[src/rtl/dp_mem_window_reader_pkg.sv]
`default_nettype none
// ============================================================================
// Module      : dp_mem_window_reader_pkg
// Description : Shared state encodings and sizing helpers for the window reader.
// Revision    : 1.0  initial release
// ============================================================================
package dp_mem_window_reader_pkg;

    localparam int         c_ST_W     = 2;
    localparam logic [1:0] c_ST_IDLE  = 2'd0;
    localparam logic [1:0] c_ST_RUN   = 2'd1;
    localparam logic [1:0] c_ST_FLUSH = 2'd2;

    // A window length must represent 0..MEM_DEPTH inclusive.
    function automatic int len_width(input int log2_depth);
        return log2_depth + 1;
    endfunction

endpackage
`default_nettype wire

[src/rtl/dp_mem_window_reader_rd_skid_fifo2.sv]
`default_nettype none
// ============================================================================
// Module      : rd_skid_fifo2
// Description : Two-entry registered FIFO; the head register drives the output.
// Revision    : 1.0  initial release
// ============================================================================
module rd_skid_fifo2 #(
    parameter int WIDTH = 17
) (
    input  logic             clk,
    input  logic             aclr,
    input  logic             i_push,
    input  logic [WIDTH-1:0] i_push_data,
    input  logic             i_pop,
    output logic             o_valid,
    output logic [WIDTH-1:0] o_data,
    output logic [1:0]       o_count
);

    logic [WIDTH-1:0] r_head;
    logic [WIDTH-1:0] r_tail;
    logic [1:0]       r_count;
    logic             w_pop;

    assign w_pop = i_pop && (r_count != 2'd0);

    always_ff @(posedge clk) begin
        if (aclr) begin
            r_head  <= '0;
            r_tail  <= '0;
            r_count <= 2'd0;
        end else begin
            case ({i_push, w_pop})
                2'b10: begin
                    if (r_count == 2'd0) begin
                        r_head  <= i_push_data;
                        r_count <= 2'd1;
                    end else if (r_count == 2'd1) begin
                        r_tail  <= i_push_data;
                        r_count <= 2'd2;
                    end
                end
                2'b01: begin
                    r_head  <= r_tail;
                    r_count <= r_count - 2'd1;
                end
                2'b11: begin
                    // Occupancy is unchanged; the entry behind the head moves up.
                    if (r_count == 2'd1) begin
                        r_head <= i_push_data;
                    end else begin
                        r_head <= r_tail;
                        r_tail <= i_push_data;
                    end
                end
                default: begin
                    r_count <= r_count;
                end
            endcase
        end
    end

    assign o_valid = (r_count != 2'd0);
    assign o_data  = r_head;
    assign o_count = r_count;

endmodule
`default_nettype wire

[src/rtl/dp_mem_window_reader.sv]
`default_nettype none
// ============================================================================
// Module      : dp_mem_window_reader
// Description : Drains a wrapping window from a registered-read sample memory
//               onto a valid/ready stream with full backpressure.
// Revision    : 1.0  initial release
// ============================================================================
module dp_mem_window_reader
    import dp_mem_window_reader_pkg::*;
#(
    parameter int MEM_DEPTH      = 16,
    parameter int LOG2_MEM_DEPTH = 4,
    parameter int DATA_WIDTH     = 16
) (
    input  logic                      clk,
    input  logic                      aclr,
    input  logic                      start,
    input  logic [LOG2_MEM_DEPTH-1:0] start_addr,
    input  logic [LOG2_MEM_DEPTH:0]   win_len,
    output logic                      busy,
    output logic                      done,
    output logic [LOG2_MEM_DEPTH-1:0] mem_r_addr,
    output logic                      mem_r_en,
    input  logic [DATA_WIDTH-1:0]     mem_data,
    output logic [DATA_WIDTH-1:0]     out_data,
    output logic                      out_valid,
    input  logic                      out_ready,
    output logic                      out_last
);

    localparam int                 c_LEN_W   = len_width(LOG2_MEM_DEPTH);
    localparam logic [c_LEN_W-1:0] c_MAX_LEN = c_LEN_W'(MEM_DEPTH);

    logic [c_ST_W-1:0]         r_state;
    logic [LOG2_MEM_DEPTH-1:0] r_rd_addr;
    logic [c_LEN_W-1:0]        r_remaining;
    logic                      r_busy;
    logic                      r_done;
    logic                      r_inflight;
    logic                      r_inflight_last;

    logic                      w_fifo_valid;
    logic [1:0]                w_fifo_count;
    logic [DATA_WIDTH:0]       w_fifo_head;
    logic                      w_pop;
    logic [2:0]                w_pending;
    logic                      w_issue;
    logic                      w_drained;

    assign w_pop = w_fifo_valid && out_ready;

    // Crediting this cycle's pop keeps a steady one-sample-per-cycle stream.
    assign w_pending = 3'(w_fifo_count) + 3'(r_inflight) - 3'(w_pop);
    assign w_issue   = (r_state == c_ST_RUN) && (w_pending < 3'd2);
    assign w_drained = !r_inflight &&
                       ((w_fifo_count == 2'd0) || ((w_fifo_count == 2'd1) && w_pop));

    always_ff @(posedge clk) begin
        if (aclr) begin
            r_state         <= c_ST_IDLE;
            r_rd_addr       <= '0;
            r_remaining     <= '0;
            r_busy          <= 1'b0;
            r_done          <= 1'b0;
            r_inflight      <= 1'b0;
            r_inflight_last <= 1'b0;
        end else begin
            r_done          <= 1'b0;
            r_inflight      <= w_issue;
            r_inflight_last <= w_issue && (r_remaining == c_LEN_W'(1));
            case (r_state)
                c_ST_IDLE: begin
                    if (start) begin
                        r_rd_addr   <= start_addr;
                        r_remaining <= (win_len > c_MAX_LEN) ? c_MAX_LEN : win_len;
                        r_busy      <= 1'b1;
                        r_state     <= (win_len == '0) ? c_ST_FLUSH : c_ST_RUN;
                    end
                end
                c_ST_RUN: begin
                    if (w_issue) begin
                        r_rd_addr   <= r_rd_addr + 1'b1;
                        r_remaining <= r_remaining - 1'b1;
                        if (r_remaining == c_LEN_W'(1)) begin
                            r_state <= c_ST_FLUSH;
                        end
                    end
                end
                c_ST_FLUSH: begin
                    if (w_drained) begin
                        r_done  <= 1'b1;
                        r_busy  <= 1'b0;
                        r_state <= c_ST_IDLE;
                    end
                end
                default: begin
                    r_state <= c_ST_IDLE;
                end
            endcase
        end
    end

    rd_skid_fifo2 #(
        .WIDTH (DATA_WIDTH + 1)
    ) u_fifo (
        .clk         (clk),
        .aclr        (aclr),
        .i_push      (r_inflight),
        .i_push_data ({r_inflight_last, mem_data}),
        .i_pop       (w_pop),
        .o_valid     (w_fifo_valid),
        .o_data      (w_fifo_head),
        .o_count     (w_fifo_count)
    );

    assign busy       = r_busy;
    assign done       = r_done;
    assign mem_r_en   = w_issue;
    assign mem_r_addr = r_rd_addr;
    assign out_valid  = w_fifo_valid;
    assign out_data   = w_fifo_head[DATA_WIDTH-1:0];
    assign out_last   = w_fifo_head[DATA_WIDTH];

endmodule
`default_nettype wire

[config.mk]
export PLATFORM = sky130hd
export DESIGN_NAME = dp_mem_window_reader
export DESIGN_NICKNAME = d
export VERILOG_FILES = /design/src/rtl/dp_mem_window_reader_pkg.sv /design/src/rtl/dp_mem_window_reader_rd_skid_fifo2.sv /design/src/rtl/dp_mem_window_reader.sv
export SDC_FILE = /design/constraint.sdc
export NUM_CORES = 1
export LEC_CHECK = 0
export ABC_CLOCK_PERIOD_IN_PS = 3200
export CORE_ASPECT_RATIO = 1.25
export CORE_UTILIZATION = 44
export CTS_BUF_LIST = sky130_fd_sc_hd__clkbuf_16
export CTS_CLUSTER_SIZE = 12
export DETAILED_ROUTE_END_ITERATION = 10
export PLACE_DENSITY = 0.76
export SLEW_MARGIN = 10
export SYNTH_ARGS = -nofsm -noshare
export SYNTH_HDL_FRONTEND = slang
export SYNTH_SLANG_ARGS = --single-unit
[constraint.sdc]
create_clock -name clk -period 3.2 [get_ports clk]
set_input_delay 0.64 -clock clk [delete_from_list [all_inputs] [get_ports clk]]
set_output_delay 0.64 -clock clk [all_outputs]
set_load 0.05 [all_outputs]
==> impl_metrics.env, run 1 <==
export IMPL_clk_pin_slew_ns=0.07
export IMPL_place_ws_ns=-0.111
export IMPL_finalCritPeriodShare=0.953
export IMPL_swShare=0.413
export IMPL_first_iter_violations=122
export IMPL_cts_buffers=5
export IMPL_endpoint_kind="output port"
export IMPL_ant_nets=0
export IMPL_pwr_share_seq=0.293
export IMPL_dp_cells=400
export IMPL_worstPathCellList="inv_1, ha_2, and2b_1, ha_1, nand2b_4, fa_2, xnor2_2, nand3_2, inv_2, buf_12"
export IMPL_synth_flop_cell="dfxtp_1"
export IMPL_worstSetupEndpoint="mem_r_en"
export IMPL_nFillCells=497
export IMPL_initial_core_util=0.465
export IMPL_yosys_top_cells_area="dfxtp_1 (40%), mux2i_1 (6.6%), o21ai_0 (5.6%)"
export IMPL_gp_congestion=0.737
export IMPL_wl_um=6150
export IMPL_synth_edf_count=0
export IMPL_post_drt_wl_per_cell_um=15.0
export IMPL_critPathMaxStageDelay_ns=0.37
export IMPL_r2r_slack_ns=0.22
export IMPL_rr_endpoint="r_remaining[0]$_SDFFE_PP0P_"
export IMPL_cp_max_fo=4
export IMPL_critical_path_reg2reg_startpoint="u_fifo.o_count[1]$_SDFFE_PP0P_"
export IMPL_rr_worst_depth=13
export IMPL_ios=54
export IMPL_worstSetupStartpointType="flip-flop"
export IMPL_grtUsageTotal=0.208
export IMPL_dp_hpwl_um=4080
export IMPL_multi_input_area_um2=1410
export IMPL_grt_overflow=0
export IMPL_grt_pass1_wl_um=10200
export IMPL_num_rows=30
export IMPL_dieArea_um2=6180
export IMPL_insertion_delay_ns=0.29
export IMPL_dieHeight_um=87.6
export IMPL_grt_max_degree=38
export IMPL_synth_nets=331
export IMPL_min_period_ns=3.05
export IMPL_die_w_um=70.5
export IMPL_worstMarginPinSlew_ns=0.700
export IMPL_cts_root_buf="clkbuf_16"
export IMPL_min_path_type="reg -> reg"
export IMPL_dr_pass1_iters=7
export IMPL_regArea_um2=1030
export IMPL_core_area_um2=5560
export IMPL_netlist_top_cells_count="dfxtp_1 (51), o21ai_0 (29), nor2_1 (26)"
export IMPL_n_antenna_cell=0
export IMPL_critPathKind="reg -> out"
export IMPL_critPathArrivalTime_ns=2.41
export IMPL_yosysTopAreaCellShare=0.396
export IMPL_setup_viol=0
export IMPL_vias=2353
export IMPL_pwr_share_comb=0.508
export IMPL_async_flop_share=0
export IMPL_synth_distinct_cells=45
export IMPL_layout_cells_non_filler=411
export IMPL_hold_buffers=0
export IMPL_synth_cells=295
export IMPL_drive_gt1_frac=0.101
export IMPL_tritoncts="done"
export IMPL_synth_seq_cells=51
export IMPL_maxCapViolCount=0
export IMPL_crit_required_ns=2.56
export IMPL_power_density_nw_per_um2=890
export IMPL_io_buffers=53
export IMPL_p_clk_frac=0.199
export IMPL_irDropWorstVdd_mv=0.653
export IMPL_cts_max_level=2
export IMPL_status="finished, violations left"
export IMPL_fin_ws_ns=0.149
export IMPL_violations="design-rule violations"
export IMPL_fmaxAchievable_mhz=328
export IMPL_ys_warnings_count=0
export IMPL_synth_avg_cell_area_um2=8.75
export IMPL_yosys_area_top_type="dfxtp_1"
export IMPL_slowest_stage="dfxtp_4"
export IMPL_grt_pass1_vias=2183
export IMPL_rsz0062_at_grt="false"
export IMPL_synthToLayoutAreaGrowth_pct=30.4
export IMPL_drc_errors=10
export IMPL_p_int_mw=1.76
export IMPL_final_nets=382
export IMPL_p_leak_nw=1.22
export IMPL_fin_skew_ns=0.00574
export IMPL_timing_hold_violations_final=0
export IMPL_clockBufferDepth=2
export IMPL_seq_area_frac_synth=0.396
export IMPL_synth_most_common_cell="dfxtp_1"
export IMPL_via_per_inst=5.73
export IMPL_drv_slew=0
export IMPL_syn_cell_area_um2=2580
export IMPL_p_sw_mw=1.24
export IMPL_clock_sinks=51
export IMPL_startpoint="u_fifo.o_count[1]$_SDFFE_PP0P_"
export IMPL_antenna_found_initial=0
export IMPL_maxSlewHeadroom=0.532
[per-stage QoR]
step	utilization	setup TNS (ns)	area [µm²]	total power [mW]	hold WS, ns
after floorplan	-	0	2580	1.91	0.445
final	0.606	0	3370	3.00	0.474
after CTS	0.605	0	3360	3.00	0.486
after global routing	0.606	0	3370	3.18	0.511
after detailed placement	0.569	-0.329	3160	2.34	0.477
after global placement	0.569	-0.163	3160	2.31	0.454
[area by class of cell]
class,count,area share
Inverter,11,0.0123
Tap cell,64,0.0238
Sequential cell,51,0.305
Multi-Input combinational cell,211,0.418
Clock buffer,5,0.0372
Clock inverter,3,0.0115
Timing Repair Buffer,66,0.193
[layer usage]
metal | track usage | share of wire | wire length (µm)
met1 | 0.260 | 0.45 | 2780
met2 | 0.361 | 0.49 | 3020
met3 | 0.0357 | 0.042 | 261
met4 | 0.0761 | 0.013 | 82
met5 | 0 | 0 | 0
[power groups by stage]
| stage | clock network, mW | logic (mW) | registers [mW] |
|---|---|---|---|
| floorplan | 0 | 0.738 | 1.17 |
| global placement | 0 | 1.43 | 0.880 |
| detailed placement | 0 | 1.45 | 0.884 |
| CTS | 0.605 | 1.52 | 0.873 |
| global route | 0.631 | 1.65 | 0.897 |
| finish | 0.595 | 1.52 | 0.878 |
[sequential cells by signal, summed over array words and instances (netlist names)]
| name | cells |
|---|---|
| u_fifo.o_count | 2 |
| u_fifo.r_tail | 17 |
| busy | 1 |
| r_inflight | 1 |
| r_remaining | 5 |
| mem_r_addr | 4 |
| r_state | 2 |
| done | 1 |
| u_fifo.o_data | 17 |
| r_inflight_last | 1 |
[cells in the final DEF, fill, tap and decap left out, types with 2 or more instances in the layout]
master            n
nand3_1           3
nor3b_1           3
nand2_1          11
and2_1            7
buf_4            12
mux2i_1          17
buf_12            2
inv_1            10
nor2b_1           2
o21ai_0          29
a211oi_1         15
and3_1            9
clkdlybuf4s50_1  51
a311oi_1          3
a21oi_1          18
a22oi_1           4
ha_1              5
o22ai_1          13
nor4b_1           2
nor3_1            5
nor2_1           26
clkbuf_16         5
or3_1            15
dfxtp_1          49
[kinds of logic after synthesis]
group                    count (synthesis)  synth area share
AO/OA/AOI/OAI                           93             0.231
XOR/XNOR                                 2           0.00970
adder cells (fa/ha/maj)                  7            0.0368
buffers and inverters                   33            0.0664
flip-flops                              51             0.396
multiplexers                            17            0.0659
AND/OR/NAND/NOR                         92             0.194
[worst min-delay path by stage]
stage / from / endpoint / slack [ns] / cells after the start
final: r_remaining[1]$_SDFFE_PP0P_ / r_remaining[1]$_SDFFE_PP0P_ / 0.47 / 2
after floorplan: r_remaining[1]$_SDFFE_PP0P_ / r_remaining[1]$_SDFFE_PP0P_ / 0.45 / 2
after global placement: r_remaining[1]$_SDFFE_PP0P_ / r_remaining[1]$_SDFFE_PP0P_ / 0.45 / 2
after CTS: r_remaining[1]$_SDFFE_PP0P_ / r_remaining[1]$_SDFFE_PP0P_ / 0.49 / 2
after detailed placement: r_remaining[1]$_SDFFE_PP0P_ / r_remaining[1]$_SDFFE_PP0P_ / 0.48 / 2
after global routing: u_fifo.r_tail[9]$_SDFFE_PP0P_ / u_fifo.r_tail[9]$_SDFFE_PP0P_ / 0.51 / 2
[timing repair]
| item | 4_1_cts | 5_1_grt |
|---|---|---|
| endpoints found under the setup margin | 1 | 5 |
| gates cloned | 0 | 0 |
| buffers inserted | 3 | 0 |
| endpoints found under the hold margin | 0 | 0 |
| gates resized for setup | 5 | 4 |
| pin swaps | 3 | 3 |
[critical path, delay by kind of cell (launching register included)]
kind                     cells  cell delay (ns)
adder cells (fa/ha/maj)      3             0.83
AND/OR/NAND/NOR              3             0.44
flip-flops                   1             0.37
buffers and inverters        3             0.30
XOR/XNOR                     1             0.17
No activity file was read; power rests on OpenSTA's default activity.
==> run 2: changes to the inputs <==
- CORE_MARGIN: unset -> 10
- HOLD_SLACK_MARGIN: unset -> 0.05
==> impl_metrics.env, run 2 (synthesized netlist as in run 1, its figures left out) <==
export IMPL_cpLargestDelayFamily="adder cells"
export IMPL_die_w_um=88.5
export IMPL_power_density_nw_per_um2=901
export IMPL_post_drt_wl_per_cell_um=16.2
export IMPL_timing_hold_violations_final=0
export IMPL_drc_errors=0
export IMPL_dieArea_um2=9350
export IMPL_ant_nets=0
export IMPL_worstPathCellList="inv_1, ha_1, and2b_1, ha_1, nand2b_4, fa_2, xnor2_2, nand3_2, inv_2, buf_12"
export IMPL_antenna_found_initial=0
export IMPL_core_area_um2=5740
export IMPL_final_nets=383
export IMPL_cts_max_level=2
export IMPL_min_period_ns=3.07
export IMPL_vias=2394
export IMPL_gp_congestion=0.799
export IMPL_wl_um=6710
export IMPL_finalCritPeriodShare=0.960
export IMPL_io_buffers=53
export IMPL_cts_root_buf="clkbuf_16"
export IMPL_cp_max_fo=4
export IMPL_irDropWorstVdd_mv=0.542
export IMPL_holdWs_ns=0.474
export IMPL_rr_worst_depth=13
export IMPL_dieHeight_um=106
export IMPL_min_path_type="reg -> reg"
export IMPL_grt_pass1_vias=2352
export IMPL_grtUsageTotal=0.148
export IMPL_min_path_cells=2
export IMPL_placed_area_um2=3140
export IMPL_mostFrequentLayoutCells="clkdlybuf4s50_1 (50), dfxtp_1 (49), o21ai_0 (29)"
export IMPL_grt_overflow=0
export IMPL_grt_pass1_wl_um=11500
export IMPL_clockBufferDepth=2
export IMPL_rsz0062_at_grt="false"
export IMPL_multi_input_area_um2=1400
export IMPL_fin_skew_ns=0.00489
export IMPL_via_per_inst=5.78
export IMPL_tritoncts="done"
export IMPL_cts_buffers=5
export IMPL_fin_area_um2=3360
export IMPL_maxSlewHeadroom=0.582
export IMPL_hold_buffers=0
export IMPL_dr_pass1_iters=5
export IMPL_drv_slew=0
export IMPL_initial_core_util=0.450
export IMPL_critPathKind="reg -> out"
export IMPL_worstMarginPinSlew_ns=0.626
export IMPL_synthToLayoutAreaGrowth_pct=30.2
export IMPL_setup_viol=0
export IMPL_dp_hpwl_um=4530
export IMPL_first_iter_violations=77
export IMPL_maxCapViolCount=0
export IMPL_worstSetupStartpointType="flip-flop"
export IMPL_clk_pin_slew_ns=0.07
export IMPL_nFillCells=499
export IMPL_ios=54
export IMPL_p_leak_nw=1.23
export IMPL_crit_buf_inv=3
export IMPL_grt_max_degree=30
export IMPL_status="completed"
export IMPL_critPathArrivalTime_ns=2.43
export IMPL_endpoint_kind="output port"
export IMPL_drive_gt1_frac=0.103
export IMPL_regArea_um2=1030
export IMPL_crit_cells=10
export IMPL_slowest_stage="dfxtp_4"
export IMPL_layout_commonest_cell="clkdlybuf4s50_1"
export IMPL_n_antenna_cell=0
export IMPL_crit_required_ns=2.56
export IMPL_insertion_delay_ns=0.29
export IMPL_clock_sinks=51
export IMPL_num_rows=31
export IMPL_critPathMaxStageDelay_ns=0.37
export IMPL_fmaxAchievable_mhz=325
export IMPL_crit_top_cell="ha_1"
[run 2: cell types whose count changed in the layout (fill, tap and decap cells not counted), sizes merged]
cell / previous run / this run
buf: 14 / 16
clkinv: 2 / 1
clkdlybuf4s50: 51 / 50
inv: 11 / 12
[run 2: where the power goes]
group / internal, mW / leakage, nW / total [mW] / switching, mW
clock: 0.369 / 0.0818 / 0.605 / 0.236
combinational: 0.629 / 0.727 / 1.54 / 0.912
sequential: 0.769 / 0.417 / 0.882 / 0.114
[run 2: metrics by stage]
stage / cells / setup slack (ns) / util / power [mW] / TNS [ns]
3_3_place_gp: 402 / -0.0888 / 0.548 / 2.32 / -0.166
6_report: 414 / 0.128 / 0.585 / 3.03 / 0
5_1_grt: 414 / 0.0186 / 0.585 / 3.21 / 0
2_1_floorplan: 295 / 0.0596 / - / 1.91 / 0
3_5_place_dp: 402 / -0.129 / 0.548 / 2.35 / -0.473
4_1_cts: 414 / 0.0563 / 0.585 / 3.03 / 0
[run 2: worst register-to-register path: cells and delay by family (launching register included)]
| kind | cells | cell delay (ns) |
|---|---|---|
| buffers and inverters | 4 | 0.44 |
| adders and majority gates | 3 | 0.81 |
| xor gates and xnor gates | 1 | 0.20 |
| and+or+nand+nor | 2 | 0.33 |
| DFF | 1 | 0.37 |
| AOI/OAI and AO/OA | 3 | 0.75 |
[run 2: what timing repair did]
item | 4_1_cts | 5_1_grt
resized for setup | 6 | 2
setup buffers | 4 | 0
endpoints found under the setup margin | 1 | 7
pin swaps | 3 | 2
[run 2: worst paths after layout]
kind | start | to | slack [ns]
worst max-delay path | u_fifo.o_count[1]$_SDFFE_PP0P_ | mem_r_en | 0.13
worst min-delay path | r_remaining[1]$_SDFFE_PP0P_ | r_remaining[1]$_SDFFE_PP0P_ | 0.47
worst max register to register | u_fifo.o_count[1]$_SDFFE_PP0P_ | r_remaining[2]$_SDFFE_PP0P_ | 0.20
worst min register to register | r_remaining[1]$_SDFFE_PP0P_ | r_remaining[1]$_SDFFE_PP0P_ | 0.47
[run 2: metal layers]
metal	GRT usage	vias to the layer above	wire length, µm
met5	0	-	0
met4	0.0440	0	80
met3	0.0431	8	428
met2	0.243	69	3320
met1	0.180	1143	2890
li1	-	1174	-
[run 2: cell type report]
type	instances	share of cell area
Tap cell	66	0.0246
Clock buffer	5	0.0372
Multi-Input combinational cell	211	0.418
Sequential cell	51	0.305
Timing Repair Buffer	67	0.190
Inverter	11	0.0123
Clock inverter	3	0.0127
==> run 3: changes to the inputs <==
- ABC_CLOCK_PERIOD_IN_PS: 3200 -> unset
==> results of run 3 <==
No change in the layout: final DEF, timing and power equal those of run 2.
